===== src/rtl/viterbi_pkg.sv =====
// Shared Viterbi definitions: trellis codeword lookup, state-index width and
// default rate-1/2, K=3 generator polynomials.
package viterbi_pkg;

    localparam int MAX_K = 7;
    localparam logic [2:0] DEF_G0 = 3'b111;
    localparam logic [2:0] DEF_G1 = 3'b101;

    function automatic int state_w(input int k);
        return $clog2(2 ** (k - 1));
    endfunction

    // r = {input bit, predecessor state}; result is the codeword index {c0,c1}
    function automatic logic [1:0] codeword(input logic [MAX_K-1:0] r,
                                            input logic [MAX_K-1:0] g0,
                                            input logic [MAX_K-1:0] g1);
        return {^(r & g0), ^(r & g1)};
    endfunction

endpackage


===== src/rtl/acs_cell.sv =====
// One add-compare-select cell: two saturating candidate adders, select of the
// smaller survivor (even predecessor wins ties) and its decision bit.
module acs_cell #(
    parameter int BM_W = 3,
    parameter int PM_W = 8
) (
    input  logic [PM_W-1:0] pm_even,
    input  logic [PM_W-1:0] pm_odd,
    input  logic [BM_W-1:0] bm_even,
    input  logic [BM_W-1:0] bm_odd,
    output logic [PM_W-1:0] pm_sel,
    output logic            dec,
    output logic            sat
);

    function automatic logic [PM_W-1:0] sat_pm(input logic [PM_W:0] c);
        return c[PM_W] ? {PM_W{1'b1}} : c[PM_W-1:0];
    endfunction

    logic [PM_W:0]   cand_even;
    logic [PM_W:0]   cand_odd;
    logic [PM_W-1:0] clip_even;
    logic [PM_W-1:0] clip_odd;

    assign cand_even = {1'b0, pm_even} + {{(PM_W + 1 - BM_W){1'b0}}, bm_even};
    assign cand_odd  = {1'b0, pm_odd}  + {{(PM_W + 1 - BM_W){1'b0}}, bm_odd};
    assign clip_even = sat_pm(cand_even);
    assign clip_odd  = sat_pm(cand_odd);

    // Compare after clipping so two saturated candidates tie toward even
    always_comb begin
        if (clip_even <= clip_odd) begin
            pm_sel = clip_even;
            dec    = 1'b0;
            sat    = cand_even[PM_W];
        end else begin
            pm_sel = clip_odd;
            dec    = 1'b1;
            sat    = cand_odd[PM_W];
        end
    end

endmodule


===== src/rtl/acsu_reg.sv =====
// Registered add-compare-select unit: holds all path metrics, normalises them,
// tracks the best state and hands survivor decisions to traceback via valid/ready.
module acsu_reg
    import viterbi_pkg::*;
#(
    parameter int           K         = 3,
    parameter logic [K-1:0] G0        = DEF_G0,
    parameter logic [K-1:0] G1        = DEF_G1,
    parameter int           BM_W      = 3,
    parameter int           PM_W      = 8,
    parameter int           INIT_BIAS = 64
) (
    input  logic                          clk_i,
    input  logic                          rst_i,
    input  logic                          start_i,
    input  logic                          bm_valid_i,
    output logic                          bm_ready_o,
    input  logic [4*BM_W-1:0]             bm_i,
    output logic                          dec_valid_o,
    input  logic                          dec_ready_i,
    output logic [2**(K-1)-1:0]           dec_bits_o,
    output logic [2**(K-1)*PM_W-1:0]      pm_o,
    output logic [K-2:0]                  best_state_o,
    output logic                          norm_o,
    output logic                          sat_o
);

    localparam int NS = 2 ** (K - 1);
    localparam int SW = state_w(K);

    function automatic logic [PM_W-1:0] start_pm(input int s);
        return (s == 0) ? '0 : PM_W'(INIT_BIAS);
    endfunction

    logic [PM_W-1:0] pm_q    [NS];
    logic [PM_W-1:0] base_pm [NS];
    logic [PM_W-1:0] acs_pm  [NS];
    logic [PM_W-1:0] next_pm [NS];
    logic [NS-1:0]   acs_dec;
    logic [NS-1:0]   acs_sat;
    logic [NS-1:0]   acs_msb;
    logic            norm_nxt;
    logic [SW-1:0]   best_nxt;
    logic [PM_W-1:0] best_val;
    logic            fire;

    assign bm_ready_o = !dec_valid_o || dec_ready_i;
    assign fire       = bm_valid_i && bm_ready_o;

    // A beat arriving together with start is computed from the start metrics
    always_comb begin
        for (int s = 0; s < NS; s++) begin
            base_pm[s] = start_i ? start_pm(s) : pm_q[s];
        end
    end

    for (genvar j = 0; j < NS; j++) begin : g_state
        localparam int P0  = 2 * (j % (NS / 2));
        localparam int B   = j / (NS / 2);
        localparam int R0  = B * NS + P0;
        localparam int CW0 = int'(codeword(MAX_K'(R0), MAX_K'(G0), MAX_K'(G1)));
        localparam int CW1 = int'(codeword(MAX_K'(R0 + 1), MAX_K'(G0), MAX_K'(G1)));

        acs_cell #(
            .BM_W (BM_W),
            .PM_W (PM_W)
        ) u_acs (
            .pm_even (base_pm[P0]),
            .pm_odd  (base_pm[P0 + 1]),
            .bm_even (bm_i[CW0*BM_W +: BM_W]),
            .bm_odd  (bm_i[CW1*BM_W +: BM_W]),
            .pm_sel  (acs_pm[j]),
            .dec     (acs_dec[j]),
            .sat     (acs_sat[j])
        );

        assign acs_msb[j]               = acs_pm[j][PM_W-1];
        assign pm_o[j*PM_W +: PM_W]     = pm_q[j];
    end

    // Subtracting 2**(PM_W-1) from every survivor keeps all differences intact
    assign norm_nxt = &acs_msb;

    always_comb begin
        for (int s = 0; s < NS; s++) begin
            next_pm[s] = acs_pm[s];
            if (norm_nxt) begin
                next_pm[s][PM_W-1] = 1'b0;
            end
        end
    end

    always_comb begin
        best_nxt = '0;
        best_val = next_pm[0];
        for (int s = 1; s < NS; s++) begin
            if (next_pm[s] < best_val) begin
                best_val = next_pm[s];
                best_nxt = SW'(s);
            end
        end
    end

    always_ff @(posedge clk_i or posedge rst_i) begin
        if (rst_i) begin
            for (int s = 0; s < NS; s++) begin
                pm_q[s] <= start_pm(s);
            end
            dec_valid_o  <= 1'b0;
            dec_bits_o   <= '0;
            best_state_o <= '0;
            norm_o       <= 1'b0;
            sat_o        <= 1'b0;
        end else if (fire) begin
            for (int s = 0; s < NS; s++) begin
                pm_q[s] <= next_pm[s];
            end
            dec_valid_o  <= 1'b1;
            dec_bits_o   <= acs_dec;
            best_state_o <= best_nxt;
            norm_o       <= norm_nxt;
            sat_o        <= (sat_o && !start_i) || (|acs_sat);
        end else if (start_i) begin
            for (int s = 0; s < NS; s++) begin
                pm_q[s] <= start_pm(s);
            end
            dec_valid_o  <= 1'b0;
            dec_bits_o   <= '0;
            best_state_o <= '0;
            norm_o       <= 1'b0;
            sat_o        <= 1'b0;
        end else if (dec_ready_i) begin
            dec_valid_o <= 1'b0;
        end
    end

endmodule


===== config.mk =====
export PLATFORM = sky130hd
export DESIGN_NAME = acsu_reg
export DESIGN_NICKNAME = d
export VERILOG_FILES = /design/src/rtl/viterbi_pkg.sv /design/src/rtl/acs_cell.sv /design/src/rtl/acsu_reg.sv
export SDC_FILE = /design/constraint.sdc
export NUM_CORES = 1
export LEC_CHECK = 0
export ABC_AREA = 1
export CAP_MARGIN = 20
export CORE_UTILIZATION = 55
export DETAILED_ROUTE_END_ITERATION = 12
export HOLD_SLACK_MARGIN = 0.12
export PLACE_DENSITY = 0.76
export SYNTH_ARGS = -nofsm -noshare
export SYNTH_HDL_FRONTEND = slang
export SYNTH_SLANG_ARGS = --single-unit

===== constraint.sdc =====
create_clock -name clk_i -period 10.5 [get_ports clk_i]
set_input_delay 1.575 -clock clk_i [delete_from_list [all_inputs] [get_ports clk_i]]
set_output_delay 1.575 -clock clk_i [all_outputs]
set_load 0.01 [all_outputs]

### After elaboration in Yosys (flattened, before gate mapping)

Index checks and enable logic that the tools add are counted.

| operators by class | value |
|---|---|
| add/sub/neg operators | 8 |
| magnitude comparators | 7 |
| mux-type cells | 45 |
| reductions and logical operators | 10 |

Operator list:

| operator | number |
|---|---|
| $mux 8 | 18 |
| $add 8x3->9 | 8 |
| $mux 32 | 2 |
| $le 8x8->1 | 4 |
| $lt 8x8->1 | 3 |
| $mux 1 | 19 |
| $mux 2 | 4 |
| $mux 4 | 2 |
| $reduce_and 4->1 | 1 |
| $reduce_or 4->1 | 1 |
| $reduce_bool 3->1 | 1 |
| $logic_and 1x1->1 | 2 |
| $logic_not 1->1 | 2 |
| $logic_or 1x1->1 | 2 |
| $reduce_bool 2->1 | 1 |

| storage, ports and cells | value |
|---|---|
| register bits after elaboration | 41 |

### Longest topological paths before layout

| logic depth | value |
|---|---|
| word-level depth | 14 |
| gate-level depth with buffers | 56 |

### Modules after synthesis

A second synthesis with hierarchy kept.

| second synthesis, totals | value |
|---|---|
| cells, all modules | 924 |
| area total of the unflattened synthesis | 5997.0 um2 |

By module, submodules not included:

| module | cells an instance | sequential area each (um2) | area each (um2) | instances |
|---|---|---|---|---|
| acsu_reg | 316 | 1029.7 | 2453.6 | 1 |
| acs_cell at g_state[0].u_acs ... | 154 | 0.0 | 898.4 | 2 |
| acs_cell at g_state[1].u_acs ... | 150 | 0.0 | 873.3 | 2 |

### Worst setup path before layout

OpenSTA, ideal clock, no wires.

| timing path | value |
|---|---|
| path kind | input port to flip-flop |
| start | input start_i |
| end | register best_state_o[1] |
| setup time | 0.066 ns |
| setup slack | 2.256 ns |
| stages on the path | 43 |
| required time | 10.434 ns |
| data arrival time | 8.178 ns |
| cells stage by stage | buf_4 clkbuf_1 buf_1 nor2_1 ha_1 inv_1 nor2_1 nand2_1 nand2_1 inv_1 nor3_1 nor2_1 ha_1 a21o_1 nor2_1 nand2_1 nand2_1 clkbuf_1 [... 7 more ...] clkbuf_1 o21ai_0 ha_1 a21oi_1 nor2_1 a211oi_1 nand2_4 clkbuf_1 nand2_1 o21ai_0 ha_1 a21oi_1 nor2_1 a211oi_1 nand2_1 nand2_1 nand2_1 nand2_1 |

| on the way | value |
|---|---|
| cells in the longest elaborated chain, start to end | 14 |
| elaborated cells on any way between the ends | 42 |
| classes of those cells | 8 x add/sub; 7 x order compare; 25 x mux; 2 x reduce/logical |

Ends and longest elaborated chain:

| what | RTL line | source |
|---|---|---|
| start: declaration | acsu_reg.sv:15 | `input logic start_i,` |
| $mux 8 | acsu_reg.sv:53 | `base_pm[s] = start_i ? start_pm(s) : pm_q[s];` |
| $add 8x3->9 (on tied branches) | acs_cell.sv:25, acs_cell.sv:26 |  |
| $mux 8 | acs_cell.sv:17 | `return c[PM_W] ? {PM_W{1'b1}} : c[PM_W-1:0];` |
| $le 8x8->1 | acs_cell.sv:32 | `if (clip_even <= clip_odd) begin` |
| $mux 8 | acs_cell.sv:32 |  |
| $reduce_and 4->1 | acsu_reg.sv:82 | `assign norm_nxt = &acs_msb;` |
| $mux 1 | acsu_reg.sv:87 | `if (norm_nxt) begin` |
| $lt 8x8->1 | acsu_reg.sv:97 | `if (next_pm[s] < best_val) begin` |
| $mux 8 | acsu_reg.sv:97 |  |
| $lt 8x8->1 | acsu_reg.sv:97 |  |
| $mux 8 | acsu_reg.sv:97 |  |
| $lt 8x8->1 | acsu_reg.sv:97 |  |
| $mux 2 | acsu_reg.sv:97 |  |
| $mux 2 | acsu_reg.sv:114 | `end else if (fire) begin` |
| end signal: assignment | acsu_reg.sv:120 | `best_state_o <= best_nxt;` |
| end: declaration | acsu_reg.sv:23 | `output logic [K-2:0] best_state_o,` |

Parallel ways exist; a longest one is shown, timed or not.
A chain may end at the register's enable or synchronous reset.

### Worst setup path in the final report

| timing path | value |
|---|---|
| start | input start_i |
| end | register best_state_o[0] |

The elaborated chain is that of the path after synthesis.

==> impl_results.md <==
- CP peak stage delay: 0.59 ns
- Top cells by area, synth: ha_1 (18%), dfrtp_1 (18%), nand2_1 (16%)
- Crit path DAT: 9.48 ns
- Reported net switching power: 1.026 mW
- Slew @ Worst Pin: 0.9098 ns
- Layout Cell Area excl Fill: 6142 um2
- P_int: 0.8236 mW
- Fin. max-slew vios: 0
- Flop pwr share: 0.135
- Synthesized area per cell: 6.314 um2
- Die X: 100.4 um
- Fin nets: 994
- Critical path class: input pin to flip-flop
- GP Congestion: 1.052
- Combinational share of power: 0.793
- Wire length per cell: 16.31 um
- Outcome: finished clean
- Finished Layout Cells: 1029
- Post-CTS Hold Buffers: 0
- Dominant cell type by area after synthesis: ha_1
- Starting density of the core: 0.5713
- Antenna Cells: 0
- Unique cell type count in the Yosys netlist: 43
- Clk slew on worst S/H paths: 0.09 ns
- Max cap viols: 0
- Tot GR Track Use: 0.3449
- Leak: 3.277 nW
- CTS Buffer Depth: 2
- ANT nets after route: 0
- Iteration-0 DRC Markers: 460
- Clock power share: 0.072
- Worst Setup Slack post-DPL: 1.149 ns
- DP Area: 6031 um2
- Die area: 10090 um2
- CTS sink cnt: 41
- Main combinational cell family by area after synthesis: simple AND/OR/NAND/NOR gates
- # setup viols final: 0
- Vias per cell: 5.674
- Global-route wire length before repair: 26950 um
- Switching part of the total power: 0.5548
- IO Count: 59
- EDFF count, synth: 0
- Total grt overflow: 0
- XOR/XNOR Fraction of Synth Area: 0.01644
- Commonest non-fill, non-tap cell in the layout: nand2_1
- Detailed Place HPWL: 13510 um
- Fmax: 0.1084 GHz
- Synth Flop Type: dfrtp_1
- Final worst path period share: 0.8789
- Power density of the placed cells: 301.2 nW/um2
- Inst Count DP: 1021
- DIE HEIGHT: 100.4 um
- Mux share of post-synthesis cell area: 0.002113
- Mapped Cells: 844
- Required time of the worst setup path: 10.75 ns
- Netlist Area Pre-Place: 5329 um2
- Synth Area in Simple Gates: 0.3170
- Via count: 5839
- CTS H-Tree Depth: 2
- CTS Buf Count: 5
- Synth warn: 0
- Post-synth net total: 939
- Seq/Total Area, Yosys: 0.1932
- Post-CTS Setup Repair Bufs: 0
- Clock latency on the worst-skew pair: 0.30 ns
- CTS tree: yes
- RSZ-0062 raised after global routing: false
- Final hold vios: 0
- Vias in the first global route: 5346
- Max IR drop VDD: 428.4 uV
- Core area: 9328 um2
- Async set or reset register ratio after synthesis: 1.000
- Final Critical Period: 9.229 ns
- Post-synth top area share: 0.1831
- Residual DRC: 0
- Num rows: 35
- CP most frequent cell: nand2_1
- #FFs+latches synth: 41
- Initial antenna violation count: 0
- Setup crit end kind: flip-flop
- DR pass1 iterations: 7
- Slowest CP cell: nor3_1
- Fillers: 887
- Area grow syn2layout: 15.26%
- Worst Skew: 0.008643 ns
- WL final: 16790 um
- Startpoint Class: input pin
- Setup slack, reg-to-reg: 2.95 ns
- Total Power: 1.850 mW
- Final worst setup slack: 1.271 ns
- HP Class: flip-flop to flip-flop
- Share of cells above drive strength 1: 0.06667
- Post-synthesis compound-gate area fraction: 0.1728
- Pin count of the biggest net entering global routing: 42
- Slew headroom: 0.3928
- Most frequent cells in the layout: nand2_1 (231), inv_1 (136), nor2_1 (79)
- CP Max Fanout: 30
- Port bufs: 58
- Final setup TNS: 0 ns
- Post-Synth Adder-Cell Area: 0.1831
- Post-CTS resize count: 0
- Root Driver: clkbuf_8
[cells by family (layout without fill, tap and decap cells)]
| group | count (synthesis) | count (layout) |
|---|---|---|
| simple gates | 392 | 392 |
| compound gates | 164 | 164 |
| buf+inv | 158 | 214 |
| fa+ha+maj | 78 | 78 |
| flops | 41 | 41 |
| xor+xnor | 10 | 10 |
| mux | 1 | 1 |
[cells in the mapped netlist, types with 3 or more instances]
library cell / count
a211oi_1: 3
clkbuf_1: 10
xor2_1: 10
dfrtp_1: 38
nor3_1: 5
nand3_1: 34
nand2_2: 12
inv_1: 137
nand2_4: 4
nand2_1: 231
a21oi_1: 37
dfstp_2: 3
nor2_2: 4
o22ai_1: 23
inv_2: 5
o21ai_0: 76
a31oi_1: 12
or2_2: 12
nand4_1: 4
ha_1: 78
nor2_1: 79
[power groups by stage]
stage | registers (mW) | logic [mW] | clock network [mW]
floorplan | 0.266 | 1.02 | 0
global placement | 0.252 | 1.38 | 0
detailed placement | 0.252 | 1.44 | 0
CTS | 0.250 | 1.45 | 0.134
global route | 0.256 | 1.68 | 0.140
finish | 0.250 | 1.47 | 0.133
[flip-flops by register name, summed over array words and instances (netlist names)]
register and count:
best_state_o 2, dec_bits_o 4, dec_valid_o 1, norm_o 1
pm_o 32, sat_o 1
[worst max-delay path: cells and delay by family]
| kind | cells | cell delay (ns) |
|---|---|---|
| fa+ha+maj | 5 | 1.63 |
| buf+inv | 4 | 1.02 |
| compound gates | 9 | 2.32 |
| simple gates | 21 | 2.88 |
[routing by layer]
metal	wire (um)	vias to the layer above	GRT usage
met4	248	0	0.08250
met1	7712	2658	0.4998
met2	7193	295	0.5300
met3	1630	26	0.06198
li1	-	2860	-
met5	0	-	0
[through the flow]
step,util,hold slack [ns]
final,0.6585,0.4935
after global routing,0.6585,0.5228
after CTS,0.6585,0.5001
after detailed placement,0.6465,0.4687
after global placement,0.6465,0.4671
after floorplan,-,0.5155
[worst paths after layout]
check                             endpoint             from  cells past startpoint
max                        best_state_o[0]          start_i                     39
min                        best_state_o[1]  best_state_o[1]                      2
max reg2reg                best_state_o[0]         pm_o[25]                     42
min reg2reg                best_state_o[1]  best_state_o[1]                      2
max in group asynchronous         pm_o[30]            rst_i                      3
min in group asynchronous         pm_o[26]            rst_i                      3
[layout make-up]
| type | instances | area [um2] | area share |
|---|---|---|---|
| clock buffer | 6 | 72.57 | 0.01182 |
| sequential | 41 | 1030 | 0.1677 |
| inverter | 143 | 536.8 | 0.08739 |
| clock inverter | 2 | 38.79 | 0.006315 |
| tap | 129 | 161.4 | 0.02628 |
| timing repair buffer | 63 | 618.1 | 0.1006 |
| multi-input combinational | 645 | 3685 | 0.5999 |
No activity file was read; power rests on OpenSTA's default activity.
